===== config.mk =====
export PLATFORM = sky130hd
export DESIGN_NAME = mem_wb_pipe_flat
export DESIGN_NICKNAME = d
export VERILOG_FILES = /design/src/rtl/mem_wb_if.sv /design/src/rtl/mem_wb_pipe.sv /design/src/flat_wrapper.sv
export SDC_FILE = /design/constraint.sdc
export NUM_CORES = 1
export LEC_CHECK = 0
export CAP_MARGIN = 20
export CORE_UTILIZATION = 38
export CTS_CLUSTER_DIAMETER = 120
export DETAILED_ROUTE_END_ITERATION = 8
export MAX_ROUTING_LAYER = met4
export PLACE_DENSITY = 0.75
export SLEW_MARGIN = 10
export SYNTH_ARGS = -nofsm -noshare
export SYNTH_HDL_FRONTEND = slang
export SYNTH_SLANG_ARGS = --single-unit

===== constraint.sdc =====
create_clock -name clk -period 3.5 [get_ports clk]
set_input_delay 0.35 -clock clk [delete_from_list [all_inputs] [get_ports clk]]
set_output_delay 0.35 -clock clk [all_outputs]
set_load 0.02 [all_outputs]

===== src/rtl/mem_wb_if.sv =====
// MEM->WB stage bundle: EX/MEM slot, memory read return, and the
// registered write-back triple seen by the register file and forwarding.
interface mem_wb_if #(
  parameter int XLEN  = 32,
  parameter int RF_AW = 5
);
  localparam int BW = $clog2(XLEN/8);

  logic             in_valid;
  logic             in_is_load;
  logic [2:0]       dm_ctrl;
  logic [BW-1:0]    bias;
  logic             RegWrite_in;
  logic [RF_AW-1:0] rd_in;
  logic [1:0]       WDSel_in;
  logic [XLEN-1:0]  WD_in;
  logic             flush;
  logic             rdata_valid;
  logic [XLEN-1:0]  raw_Data_in;

  logic             stall;
  logic [XLEN-1:0]  MEM_WB_Forward_Data;
  logic             wb_valid;
  logic             RegWrite;
  logic [RF_AW-1:0] rd;
  logic [XLEN-1:0]  WD;
  logic             misalign;
  logic             bus_err;

  // Upstream pipeline / memory side
  modport master (
    output in_valid, in_is_load, dm_ctrl, bias, RegWrite_in, rd_in,
           WDSel_in, WD_in, flush, rdata_valid, raw_Data_in,
    input  stall, MEM_WB_Forward_Data, wb_valid, RegWrite, rd, WD,
           misalign, bus_err
  );

  // The MEM->WB stage itself
  modport slave (
    input  in_valid, in_is_load, dm_ctrl, bias, RegWrite_in, rd_in,
           WDSel_in, WD_in, flush, rdata_valid, raw_Data_in,
    output stall, MEM_WB_Forward_Data, wb_valid, RegWrite, rd, WD,
           misalign, bus_err
  );
endinterface


===== src/rtl/mem_wb_pipe.sv =====
// Registered MEM->WB stage: load lane extraction and extension, variable
// latency read wait with upstream stall, misalign / timeout reporting.
module mem_wb_pipe #(
  parameter int XLEN    = 32,
  parameter int RF_AW   = 5,
  parameter int TIMEOUT = 16
) (
  input  logic   clk,
  input  logic   rst,
  mem_wb_if.slave bus
);
  localparam int BW = $clog2(XLEN/8);
  localparam int CW = $clog2(TIMEOUT + 1);

  typedef enum logic {S_IDLE, S_WAIT} state_t;

  state_t           state, nxt_state;
  logic [CW-1:0]    cnt;

  // controls captured when a load has to wait for its data
  logic [2:0]       lat_ctrl;
  logic [BW-1:0]    lat_bias;
  logic [RF_AW-1:0] lat_rd;
  logic             lat_rw;
  logic [1:0]       lat_sel;
  logic [XLEN-1:0]  lat_wd;

  // registered write-back outputs
  logic             wb_valid_q, rw_q, mis_q, berr_q;
  logic [RF_AW-1:0] rd_q;
  logic [XLEN-1:0]  wd_q;

  // next values for those registers
  logic             stall_c, n_valid, n_rw, n_mis, n_berr;
  logic [RF_AW-1:0] n_rd;
  logic [XLEN-1:0]  n_wd;

  logic             mis_now, accept_wait, cnt_hit;
  logic [2:0]       ex_ctrl;
  logic [BW-1:0]    ex_bias;
  logic [XLEN-1:0]  ld_data;

  // Shift the addressed lane down to bit 0, then extend by access type.
  function automatic logic [XLEN-1:0] extract(input logic [2:0] ctrl,
                                              input logic [BW-1:0] b,
                                              input logic [XLEN-1:0] raw);
    logic [XLEN-1:0] sh, r;
    sh = raw >> {b, 3'b000};
    r  = '0;
    case (ctrl)
      3'd0: r = XLEN'($signed(sh[31:0]));
      3'd1: r = XLEN'($signed(sh[15:0]));
      3'd2: r = XLEN'($signed(sh[7:0]));
      3'd3: r = XLEN'(sh[15:0]);
      3'd4: r = XLEN'(sh[7:0]);
      3'd5: if (XLEN == 64) r = sh;
      3'd6: if (XLEN == 64) r = XLEN'(sh[31:0]);
      default: r = '0;
    endcase
    return r;
  endfunction

  // Offset must be a multiple of access size; unsupported codes never trap.
  function automatic logic misaligned(input logic [2:0] ctrl, input logic [BW-1:0] b);
    logic m;
    m = 1'b0;
    case (ctrl)
      3'd0:       m = |b[1:0];
      3'd1, 3'd3: m = b[0];
      3'd5:       m = (XLEN == 64) && (|b);
      3'd6:       m = (XLEN == 64) && (|b[1:0]);
      default:    m = 1'b0;
    endcase
    return m;
  endfunction

  assign mis_now     = misaligned(bus.dm_ctrl, bus.bias);
  assign accept_wait = bus.in_valid & bus.in_is_load & ~mis_now & ~bus.rdata_valid;
  assign cnt_hit     = (cnt == CW'(TIMEOUT));

  // One extractor: live controls in IDLE, captured controls in WAIT
  assign ex_ctrl = (state == S_WAIT) ? lat_ctrl : bus.dm_ctrl;
  assign ex_bias = (state == S_WAIT) ? lat_bias : bus.bias;
  assign ld_data = extract(ex_ctrl, ex_bias, bus.raw_Data_in);

  // State register
  always_ff @(posedge clk) begin
    if (rst) state <= S_IDLE;
    else     state <= nxt_state;
  end

  // Next-state: park in WAIT until data, flush or timeout
  always_comb begin
    nxt_state = state;
    case (state)
      S_IDLE:  if (accept_wait) nxt_state = S_WAIT;
      S_WAIT:  if (bus.flush | bus.rdata_valid | cnt_hit) nxt_state = S_IDLE;
      default: nxt_state = S_IDLE;
    endcase
  end

  // Output decode: stall and the next write-back register contents
  always_comb begin
    stall_c = 1'b0;
    n_valid = 1'b0;
    n_rw    = 1'b0;
    n_mis   = 1'b0;
    n_berr  = 1'b0;
    n_rd    = rd_q;
    n_wd    = wd_q;
    case (state)
      S_IDLE: begin
        stall_c = accept_wait;
        if (bus.in_valid) begin
          if (!bus.in_is_load) begin
            n_valid = 1'b1;
            n_rw    = bus.RegWrite_in;
            n_rd    = bus.rd_in;
            n_wd    = bus.WD_in;
          end else if (mis_now) begin
            n_valid = 1'b1;
            n_mis   = 1'b1;
          end else if (bus.rdata_valid) begin
            n_valid = 1'b1;
            n_rw    = bus.RegWrite_in;
            n_rd    = bus.rd_in;
            n_wd    = (bus.WDSel_in == 2'b01) ? ld_data : bus.WD_in;
          end
        end
      end
      S_WAIT: begin
        stall_c = ~(bus.rdata_valid | bus.flush | cnt_hit);
        if (bus.flush) begin
          n_valid = 1'b0;
        end else if (bus.rdata_valid) begin
          n_valid = 1'b1;
          n_rw    = lat_rw;
          n_rd    = lat_rd;
          n_wd    = (lat_sel == 2'b01) ? ld_data : lat_wd;
        end else if (cnt_hit) begin
          n_valid = 1'b1;
          n_berr  = 1'b1;
        end
      end
      default: ;
    endcase
  end

  // Write-back registers and wait counter
  always_ff @(posedge clk) begin
    if (rst) begin
      wb_valid_q <= 1'b0;
      rw_q       <= 1'b0;
      rd_q       <= '0;
      wd_q       <= '0;
      mis_q      <= 1'b0;
      berr_q     <= 1'b0;
      cnt        <= '0;
    end else begin
      wb_valid_q <= n_valid;
      rw_q       <= n_rw;
      rd_q       <= n_rd;
      wd_q       <= n_wd;
      mis_q      <= n_mis;
      berr_q     <= n_berr;
      if (state == S_IDLE) cnt <= accept_wait ? CW'(1) : '0;
      else                 cnt <= (nxt_state == S_WAIT) ? cnt + CW'(1) : '0;
    end
  end

  // Capture the waiting load's controls on entry to WAIT
  always_ff @(posedge clk) begin
    if (state == S_IDLE && accept_wait) begin
      lat_ctrl <= bus.dm_ctrl;
      lat_bias <= bus.bias;
      lat_rd   <= bus.rd_in;
      lat_rw   <= bus.RegWrite_in;
      lat_sel  <= bus.WDSel_in;
      lat_wd   <= bus.WD_in;
    end
  end

  assign bus.stall               = stall_c;
  assign bus.wb_valid            = wb_valid_q;
  assign bus.RegWrite            = rw_q;
  assign bus.rd                  = rd_q;
  assign bus.WD                  = wd_q;
  assign bus.MEM_WB_Forward_Data = wd_q;
  assign bus.misalign            = mis_q;
  assign bus.bus_err             = berr_q;
endmodule


===== src/flat_wrapper.sv =====
// flat-port wrapper written by rule: the top's interface ports become plain ports
module mem_wb_pipe_flat 
#(
  parameter int XLEN    = 32,
  parameter int RF_AW   = 5,
  parameter int TIMEOUT = 16
)
  (clk, rst, bus_in_valid, bus_in_is_load, bus_dm_ctrl, bus_bias, bus_RegWrite_in, bus_rd_in, bus_WDSel_in, bus_WD_in, bus_flush, bus_rdata_valid, bus_raw_Data_in, bus_stall, bus_MEM_WB_Forward_Data, bus_wb_valid, bus_RegWrite, bus_rd, bus_WD, bus_misalign, bus_bus_err);
  mem_wb_if #(.XLEN(XLEN), .RF_AW(RF_AW)) bus_i ();
  input  logic clk;
  input  logic rst;
  input wire logic [$bits(bus_i.in_valid)-1:0] bus_in_valid;
  input wire logic [$bits(bus_i.in_is_load)-1:0] bus_in_is_load;
  input wire logic [$bits(bus_i.dm_ctrl)-1:0] bus_dm_ctrl;
  input wire logic [$bits(bus_i.bias)-1:0] bus_bias;
  input wire logic [$bits(bus_i.RegWrite_in)-1:0] bus_RegWrite_in;
  input wire logic [$bits(bus_i.rd_in)-1:0] bus_rd_in;
  input wire logic [$bits(bus_i.WDSel_in)-1:0] bus_WDSel_in;
  input wire logic [$bits(bus_i.WD_in)-1:0] bus_WD_in;
  input wire logic [$bits(bus_i.flush)-1:0] bus_flush;
  input wire logic [$bits(bus_i.rdata_valid)-1:0] bus_rdata_valid;
  input wire logic [$bits(bus_i.raw_Data_in)-1:0] bus_raw_Data_in;
  output wire logic [$bits(bus_i.stall)-1:0] bus_stall;
  output wire logic [$bits(bus_i.MEM_WB_Forward_Data)-1:0] bus_MEM_WB_Forward_Data;
  output wire logic [$bits(bus_i.wb_valid)-1:0] bus_wb_valid;
  output wire logic [$bits(bus_i.RegWrite)-1:0] bus_RegWrite;
  output wire logic [$bits(bus_i.rd)-1:0] bus_rd;
  output wire logic [$bits(bus_i.WD)-1:0] bus_WD;
  output wire logic [$bits(bus_i.misalign)-1:0] bus_misalign;
  output wire logic [$bits(bus_i.bus_err)-1:0] bus_bus_err;
  assign bus_i.in_valid = bus_in_valid;
  assign bus_i.in_is_load = bus_in_is_load;
  assign bus_i.dm_ctrl = bus_dm_ctrl;
  assign bus_i.bias = bus_bias;
  assign bus_i.RegWrite_in = bus_RegWrite_in;
  assign bus_i.rd_in = bus_rd_in;
  assign bus_i.WDSel_in = bus_WDSel_in;
  assign bus_i.WD_in = bus_WD_in;
  assign bus_i.flush = bus_flush;
  assign bus_i.rdata_valid = bus_rdata_valid;
  assign bus_i.raw_Data_in = bus_raw_Data_in;
  assign bus_stall = bus_i.stall;
  assign bus_MEM_WB_Forward_Data = bus_i.MEM_WB_Forward_Data;
  assign bus_wb_valid = bus_i.wb_valid;
  assign bus_RegWrite = bus_i.RegWrite;
  assign bus_rd = bus_i.rd;
  assign bus_WD = bus_i.WD;
  assign bus_misalign = bus_i.misalign;
  assign bus_bus_err = bus_i.bus_err;
  mem_wb_pipe #(.XLEN(XLEN), .RF_AW(RF_AW), .TIMEOUT(TIMEOUT)) u_core (.clk(clk), .rst(rst), .bus(bus_i));
endmodule

==> summary.md, run 1 <==
| Metric | Value |
|---|---|
| Share of cells above drive strength 1 | 6.47% |
| Tmin final | 2.89 ns |
| Crit path DAT | 2.54 ns |
| Hold WC Path Type | reg2reg |
| Hold-fix buffers, CTS | 0 |
| Setup Skew | 0.00942 ns |
| Synth area leader | edfxtp_1 |
| Max FO, Critical Path | 7 |
| DRC viols | 0 |
| WP data required | 3.15 ns |
| Die H | 120 um |
| Critical path type | in2out |
| Placement Rows | 42 |
| RSZ-0062 raised after global routing | false |
| Nets | 776 |
| Leakage power | 2.41 nW |
| Yosys top cell area share | 25.4% |
| Core outline area | 13,500 um2 |
| GP Congestion | 0.866 |
| Gr usage total | 24.2% |
| Max-slew violation count | 0 |
| I/O Buffers | 156 |
| Syn nets | 668 |
| Worst-margin pin slew | 0.937 ns |
| Setup violators final | 0 |
| Mapped Area | 5320 um2 |
| Max-cap violations | 0 |
| H-tree Lvls | 3 |
| Largest net degree at the start of global routing | 34 |
| # IOs | 157 |
| P&R area growth vs syn | 32.9% |
| CP max stage delay | 0.60 ns |
| Drt first pass iters | 6 |
| YS warnings | 0 |
| Initial Util | 39.5% |
| Clock Latency Late Sink | 0.35 ns |
| Setup bufs post-CTS | 0 |
| CTS resizes | 0 |
| Vias in the first global route | 4,925 |
| Worst-path clk slew | 0.06 ns |
| Number of vias per cell | 5.83 |
| Post-synthesis sequential area ratio | 43.1% |
| Clock Sinks | 92 |
| Worst path slowest cell | clkdlybuf4s50_1 |
| Post-synthesis register bit count | 92 |
| Inserted Clock Buffers | 9 |
| Final core occ | 52.5% |
| Number of diodes | 0 |
| Average cell area after synthesis | 9.12 um2 |
| Grt ovf | 0 |
| CTS tree | built |
| Clock Tree Root | clkbuf_16 |
| Antenna-violating nets left | 0 |
| Iter 0 DRT Violations | 446 |
| Detailed placement HPWL | 12,400 um |
| CP endpoint kind | primary output |
| Die ar. | 14,500 um2 |
| CP Cell Sequence | clkdlybuf4s50_1, nor2b_1, o211ai_1, nor2b_1, nand3_1, nand2_1, clkdlybuf4s50_1 |
| Area contributors post-synth | edfxtp_1 (25%), dfxtp_1 (18%), buf_4 (4.8%) |
| Antenna violations before repair | 0 |
| PD cells | 401 nW/um2 |
| Slew HR | 37.6% |
| Syn Inst Count | 583 |
| Drt wl/cell | 19.5 um |
| Overall routed net length | 17,000 um |
| DR vias | 5,087 |
| Setup TNS | 0 ns |
| Period utilization | 82.5% |
| CP Launch Type | input pin |
| Run status | finished clean |
| Post-synth EDFFs | 45 |
| Fmax | 0.346 GHz |
| First-pass GRT wire length | 26,200 um |
| Fraction of registers with async set/reset | 0% |
| Clk buf depth | 2 |
| Top_reg_cell synth | dfxtp_1 |
| Netlist cell types | 60 |
| Final hold vios | 0 |
| VDD IR max | 0.349 mV |
| Die Span X | 120 um |
metal layers:
layer | track usage [%] | vias up | wire length (um)
met4 | 8.26 | 0 | 314
met3 | 5.85 | 28 | 1260
met1 | 30.4 | 2445 | 7430
met2 | 38.3 | 265 | 8010
met5 | - | - | 0
li1 | - | 2349 | -
sequential cells by signal, indices dropped and copies added (netlist names):
name / count
u_core.bus.MEM_WB_Forward_Data: 32
u_core.bus.RegWrite: 1
u_core.bus.bus_err: 1
u_core.bus.misalign: 1
u_core.bus.rd: 5
u_core.bus.wb_valid: 1
u_core.cnt: 5
u_core.lat_bias: 2
u_core.lat_ctrl: 3
u_core.lat_rd: 5
u_core.lat_rw: 1
u_core.lat_sel: 2
u_core.lat_wd: 32
u_core.state: 1
final timing paths:
path	end	slack (ns)	from	cells after the start
worst max-delay path	bus_stall	0.61	bus_bias[1]	7
worst min-delay path	u_core.bus.MEM_WB_Forward_Data[4]$_SDFFE_PP0P_	0.47	u_core.bus.MEM_WB_Forward_Data[4]$_SDFFE_PP0P_	2
worst max register to register	u_core.bus.MEM_WB_Forward_Data[30]$_SDFFE_PP0P_	0.73	u_core.state$_SDFF_PP0_	6
worst min register to register	u_core.bus.MEM_WB_Forward_Data[4]$_SDFFE_PP0P_	0.47	u_core.bus.MEM_WB_Forward_Data[4]$_SDFFE_PP0P_	2
worst max-delay path: cells and delay by family:
family | cells | cell delay [ns]
buffers and inverters | 2 | 1.15
AND/OR/NAND/NOR | 4 | 0.69
AO/OA/AOI/OAI | 1 | 0.33
cells in the mapped netlist, types with 3 or more instances:
| master | n |
|---|---|
| clkbuf_1 | 25 |
| a21boi_0 | 7 |
| nand2b_1 | 14 |
| a221oi_1 | 5 |
| nor2_1 | 58 |
| nor3_1 | 20 |
| a21oi_1 | 36 |
| o211ai_1 | 16 |
| o21ai_1 | 9 |
| a211oi_1 | 17 |
| inv_1 | 14 |
| nand3_1 | 18 |
| dfxtp_1 | 47 |
| o221ai_1 | 14 |
| buf_2 | 14 |
| edfxtp_1 | 45 |
| o21ai_0 | 23 |
| or3_1 | 3 |
| a311oi_1 | 3 |
| mux2i_1 | 14 |
| nand2_1 | 35 |
| o22ai_1 | 10 |
| buf_4 | 34 |
| a22oi_1 | 25 |
| nor3b_1 | 3 |
| or2_1 | 5 |
| nor2b_1 | 15 |
| a22o_1 | 9 |
through the flow:
step                worst slack (ns)  instance area [um2]  power, W  instances  hold slack (ns)
floorplan                      0.934                 5320   0.00160        583            0.447
global placement               0.668                 6780   0.00188        855            0.461
detailed placement             0.563                 6780   0.00189        855            0.471
CTS                            0.636                 7060   0.00285        871            0.477
global route                   0.540                 7070   0.00294        872            0.492
finish                         0.614                 7070   0.00284        872            0.474
report_power, final:
part | switching, W | total [W] | internal, W
Clock | 0.000397 | 0.000967 | 0.000570
Sequential | 0.0000409 | 0.00123 | 0.00118
Combinational | 0.000340 | 0.000644 | 0.000305
logic make-up after synthesis:
logic type / after synthesis / share of synthesized area [%]
AO/OA/AOI/OAI: 191 / 25.2
XOR/XNOR: 3 / 0.494
adder cells (fa/ha/maj): 2 / 0.471
buffers and inverters: 90 / 9.36
flip-flops: 92 / 43.1
multiplexers: 20 / 4.40
AND/OR/NAND/NOR: 185 / 17.0
layout by cell type (no fill, tap or decap), types with 5 or more instances in the layout:
master	n
clkdlybuf4s50_1	156
nor2_1	58
dfxtp_1	46
edfxtp_1	45
a21oi_1	36
nand2_1	35
a22oi_1	25
o21ai_0	23
nor3_1	20
nand3_1	18
a211oi_1	17
o211ai_1	16
buf_4	16
nor2b_1	15
nand2b_1	14
mux2i_1	14
o221ai_1	14
inv_1	13
o22ai_1	10
a22o_1	9
o21ai_1	9
clkbuf_16	9
a21boi_0	7
or2_1	5
a221oi_1	5
cell type report:
cell class                      count  area (um2)
Fill cell                        1210        6380
Timing Repair Buffer              173        1690
Sequential cell                    92        2290
Clock inverter                      3        38.8
Tap cell                          176         220
Inverter                           14        52.6
Clock buffer                       13         250
Multi-Input combinational cell    401        2530
(Power assumes the default switching activity.)
==> run 2, diff against run 1 <==
--- a/config.mk
+++ b/config.mk
@@ -10,7 +10,7 @@
 export CTS_CLUSTER_DIAMETER = 120
 export DETAILED_ROUTE_END_ITERATION = 8
 export MAX_ROUTING_LAYER = met4
-export PLACE_DENSITY = 0.75
+export PLACE_DENSITY = 0.77
 export SLEW_MARGIN = 10
 export SYNTH_ARGS = -nofsm -noshare
 export SYNTH_HDL_FRONTEND = slang
==> constraint.sdc (replaced) <==
create_clock -name clk -period 2.5 [get_ports clk]
set_input_delay 0.25 -clock clk [delete_from_list [all_inputs] [get_ports clk]]
set_output_delay 0.25 -clock clk [all_outputs]
set_load 0.02 [all_outputs]
==> summary.md, run 2 (synthesized netlist as in run 1, its figures left out) <==
| Metric | Value |
|---|---|
| Sequential power share | 42.1% |
| GP Congestion | 0.883 |
| Drt first pass iters | 6 |
| Core outline area | 13,500 um2 |
| I/O Buffers | 156 |
| Worst-path clk slew | 0.07 ns |
| Cell mode on critical path | buf_4 |
| Grt ovf | 0 |
| Vias in the first global route | 5,054 |
| Die Span X | 120 um |
| H-tree Lvls | 3 |
| Max-cap violations | 0 |
| DRC viols | 0 |
| Leakage power | 2.56 nW |
| Drt wl/cell | 19.5 um |
| Hold-fix buffers, CTS | 0 |
| Fmax | 0.424 GHz |
| Largest net degree at the start of global routing | 38 |
| Max-slew violation count | 0 |
| RSZ-0062 raised after global routing | false |
| Final hold vios | 0 |
| Detailed placement HPWL | 12,900 um |
| Number of vias per cell | 5.81 |
| Crit path DAT | 2.63 ns |
| VDD IR max | 0.461 mV |
| CP Launch Type | flip-flop |
| Worst-margin pin slew | 1.05 ns |
| Top Usage Layer GRT | met2 |
| P&R area growth vs syn | 37.3% |
| GR Util met3 | 5.33% |
| Global Route met1 Usage | 32.1% |
| Tmin final | 2.36 ns |
| Antenna violations before repair | 0 |
| Inserted Clock Buffers | 9 |
| DR vias | 5,197 |
| Critical path type | reg2reg |
| Setup violators final | 0 |
| Final instance area | 7300 um2 |
| Most frequent cells in the layout | clkdlybuf4s50_1 (155), nor2_1 (58), dfxtp_1 (46) |
| Setup Skew | 0.00955 ns |
| CP Cell Sequence | buf_4, mux2_2, nor2_4, a32oi_1, buf_4, o2bb2ai_4, nand3_2, o211ai_1 |
| PD cells | 556 nW/um2 |
| Clk buf depth | 2 |
| Placement Rows | 42 |
| Sw Ratio | 28.3% |
| CP max stage delay | 0.40 ns |
| Max FO, Critical Path | 16 |
| Antenna-violating nets left | 0 |
| Die ar. | 14,500 um2 |
| Number of diodes | 0 |
| Post-DP Area | 6990 um2 |
| Gr usage total | 25.0% |
| Iter 0 DRT Violations | 488 |
| Sw power | 0.00115 W |
| Minimum hold slack | 0.466 ns |
| Clock Latency Late Sink | 0.36 ns |
| Worst path slowest cell | mux2_2 |
| Overall routed net length | 17,500 um |
| Clock power share | 34.5% |
| First-pass GRT wire length | 27,100 um |
| Internal power | 0.00291 W |
| Power share of the combinational group | 23.4% |
| CTS tree | built |
| CP endpoint kind | flip-flop |
| Fillers | 1,218 |
| Period utilization | 94.4% |
| Initial Util | 39.5% |
| WP data required | 2.77 ns |
| Clock Sinks | 92 |
| Share of cells above drive strength 1 | 9.87% |
| Nets | 799 |
| Commonest non-fill, non-tap cell in the layout | clkdlybuf4s50_1 |
| # IOs | 157 |
| Slew HR | 29.6% |
| Hold WC Path Type | reg2reg |
| GR Util met2 | 39.6% |
| Run status | finished clean |
| Setup TNS | 0 ns |
| Die H | 120 um |
| Clock Tree Root | clkbuf_16 |
## run 2: cell count changes in the layout (fill, tap and decap cells not counted), moves of 2 or more
cell and change:
buf_12 +3, buf_4 +21, clkbuf_1 -3, clkinv_4 +2
## run 2: worst paths after layout
check                                            startpoint                                         endpoint  slack [ns]  cells after the start
min          u_core.bus.MEM_WB_Forward_Data[0]$_SDFFE_PP0P_   u_core.bus.MEM_WB_Forward_Data[0]$_SDFFE_PP0P_        0.47                      2
max reg2reg                         u_core.state$_SDFF_PP0_  u_core.bus.MEM_WB_Forward_Data[31]$_SDFFE_PP0P_        0.14                      8
max                                 u_core.state$_SDFF_PP0_  u_core.bus.MEM_WB_Forward_Data[31]$_SDFFE_PP0P_        0.14                      8
min reg2reg  u_core.bus.MEM_WB_Forward_Data[0]$_SDFFE_PP0P_   u_core.bus.MEM_WB_Forward_Data[0]$_SDFFE_PP0P_        0.47                      2
## run 2: layout make-up
class	instances	area, um2	area share (%)
clock buffer	10	239	3.27
tap	176	220	3.02
multi-input combinational	401	2530	34.6
timing repair buffer	196	1900	26.0
clock inverter	6	63.8	0.874
inverter	14	52.6	0.720
sequential	92	2300	31.4
## run 2: per-layer routing
layer | routed length, um | share of wire [%] | vias to the layer above
li1 | - | - | 2397
met5 | 0 | 0 | -
met4 | 484 | 2.8 | 0
met2 | 8320 | 48 | 251
met1 | 7400 | 42 | 2512
met3 | 1270 | 7.3 | 37
## run 2: critical path, delay by kind of cell, from the launching register on
family	cells	cell delay [ns]
AOI/OAI and AO/OA	3	0.63
DFF	1	0.34
buffers and inverters	2	0.38
muxes	1	0.40
and+or+nand+nor	2	0.52
## run 2: power groups by stage
| stage | logic [W] | clock network [W] | registers [W] |
|---|---|---|---|
| after global placement | 0.000924 | 0 | 0.00174 |
| final | 0.000950 | 0.00140 | 0.00171 |
| after global routing | 0.00101 | 0.00148 | 0.00172 |
| after CTS | 0.000946 | 0.00142 | 0.00171 |
| after detailed placement | 0.000940 | 0 | 0.00175 |
| after floorplan | 0.000447 | 0 | 0.00180 |
## run 2: what timing repair did
item,CTS,global route
buffers inserted,1,0
resized for setup,1,1
endpoints found under the setup margin,1,1
gates cloned,0,0
## run 2: through the flow
step	worst slack, ns	util [%]	total power (W)	instances
5_1_grt	0.0474	54.3	0.00421	895
6_report	0.140	54.3	0.00406	895
3_3_place_gp	0.0546	51.9	0.00266	878
4_1_cts	0.0842	54.3	0.00408	895
2_1_floorplan	0.0339	-	0.00224	583
3_5_place_dp	-0.0425	51.9	0.00269	878
==> run 3, diff against run 2 <==
--- a/config.mk
+++ b/config.mk
@@ -5,6 +5,7 @@
 export SDC_FILE = /design/constraint.sdc
 export NUM_CORES = 1
 export LEC_CHECK = 0
+export ABC_CLOCK_PERIOD_IN_PS = 2500
 export CAP_MARGIN = 20
 export CORE_UTILIZATION = 38
 export CTS_CLUSTER_DIAMETER = 120
==> results of run 3 <==
The final DEF is identical to that of run 2; final timing and power are the same.
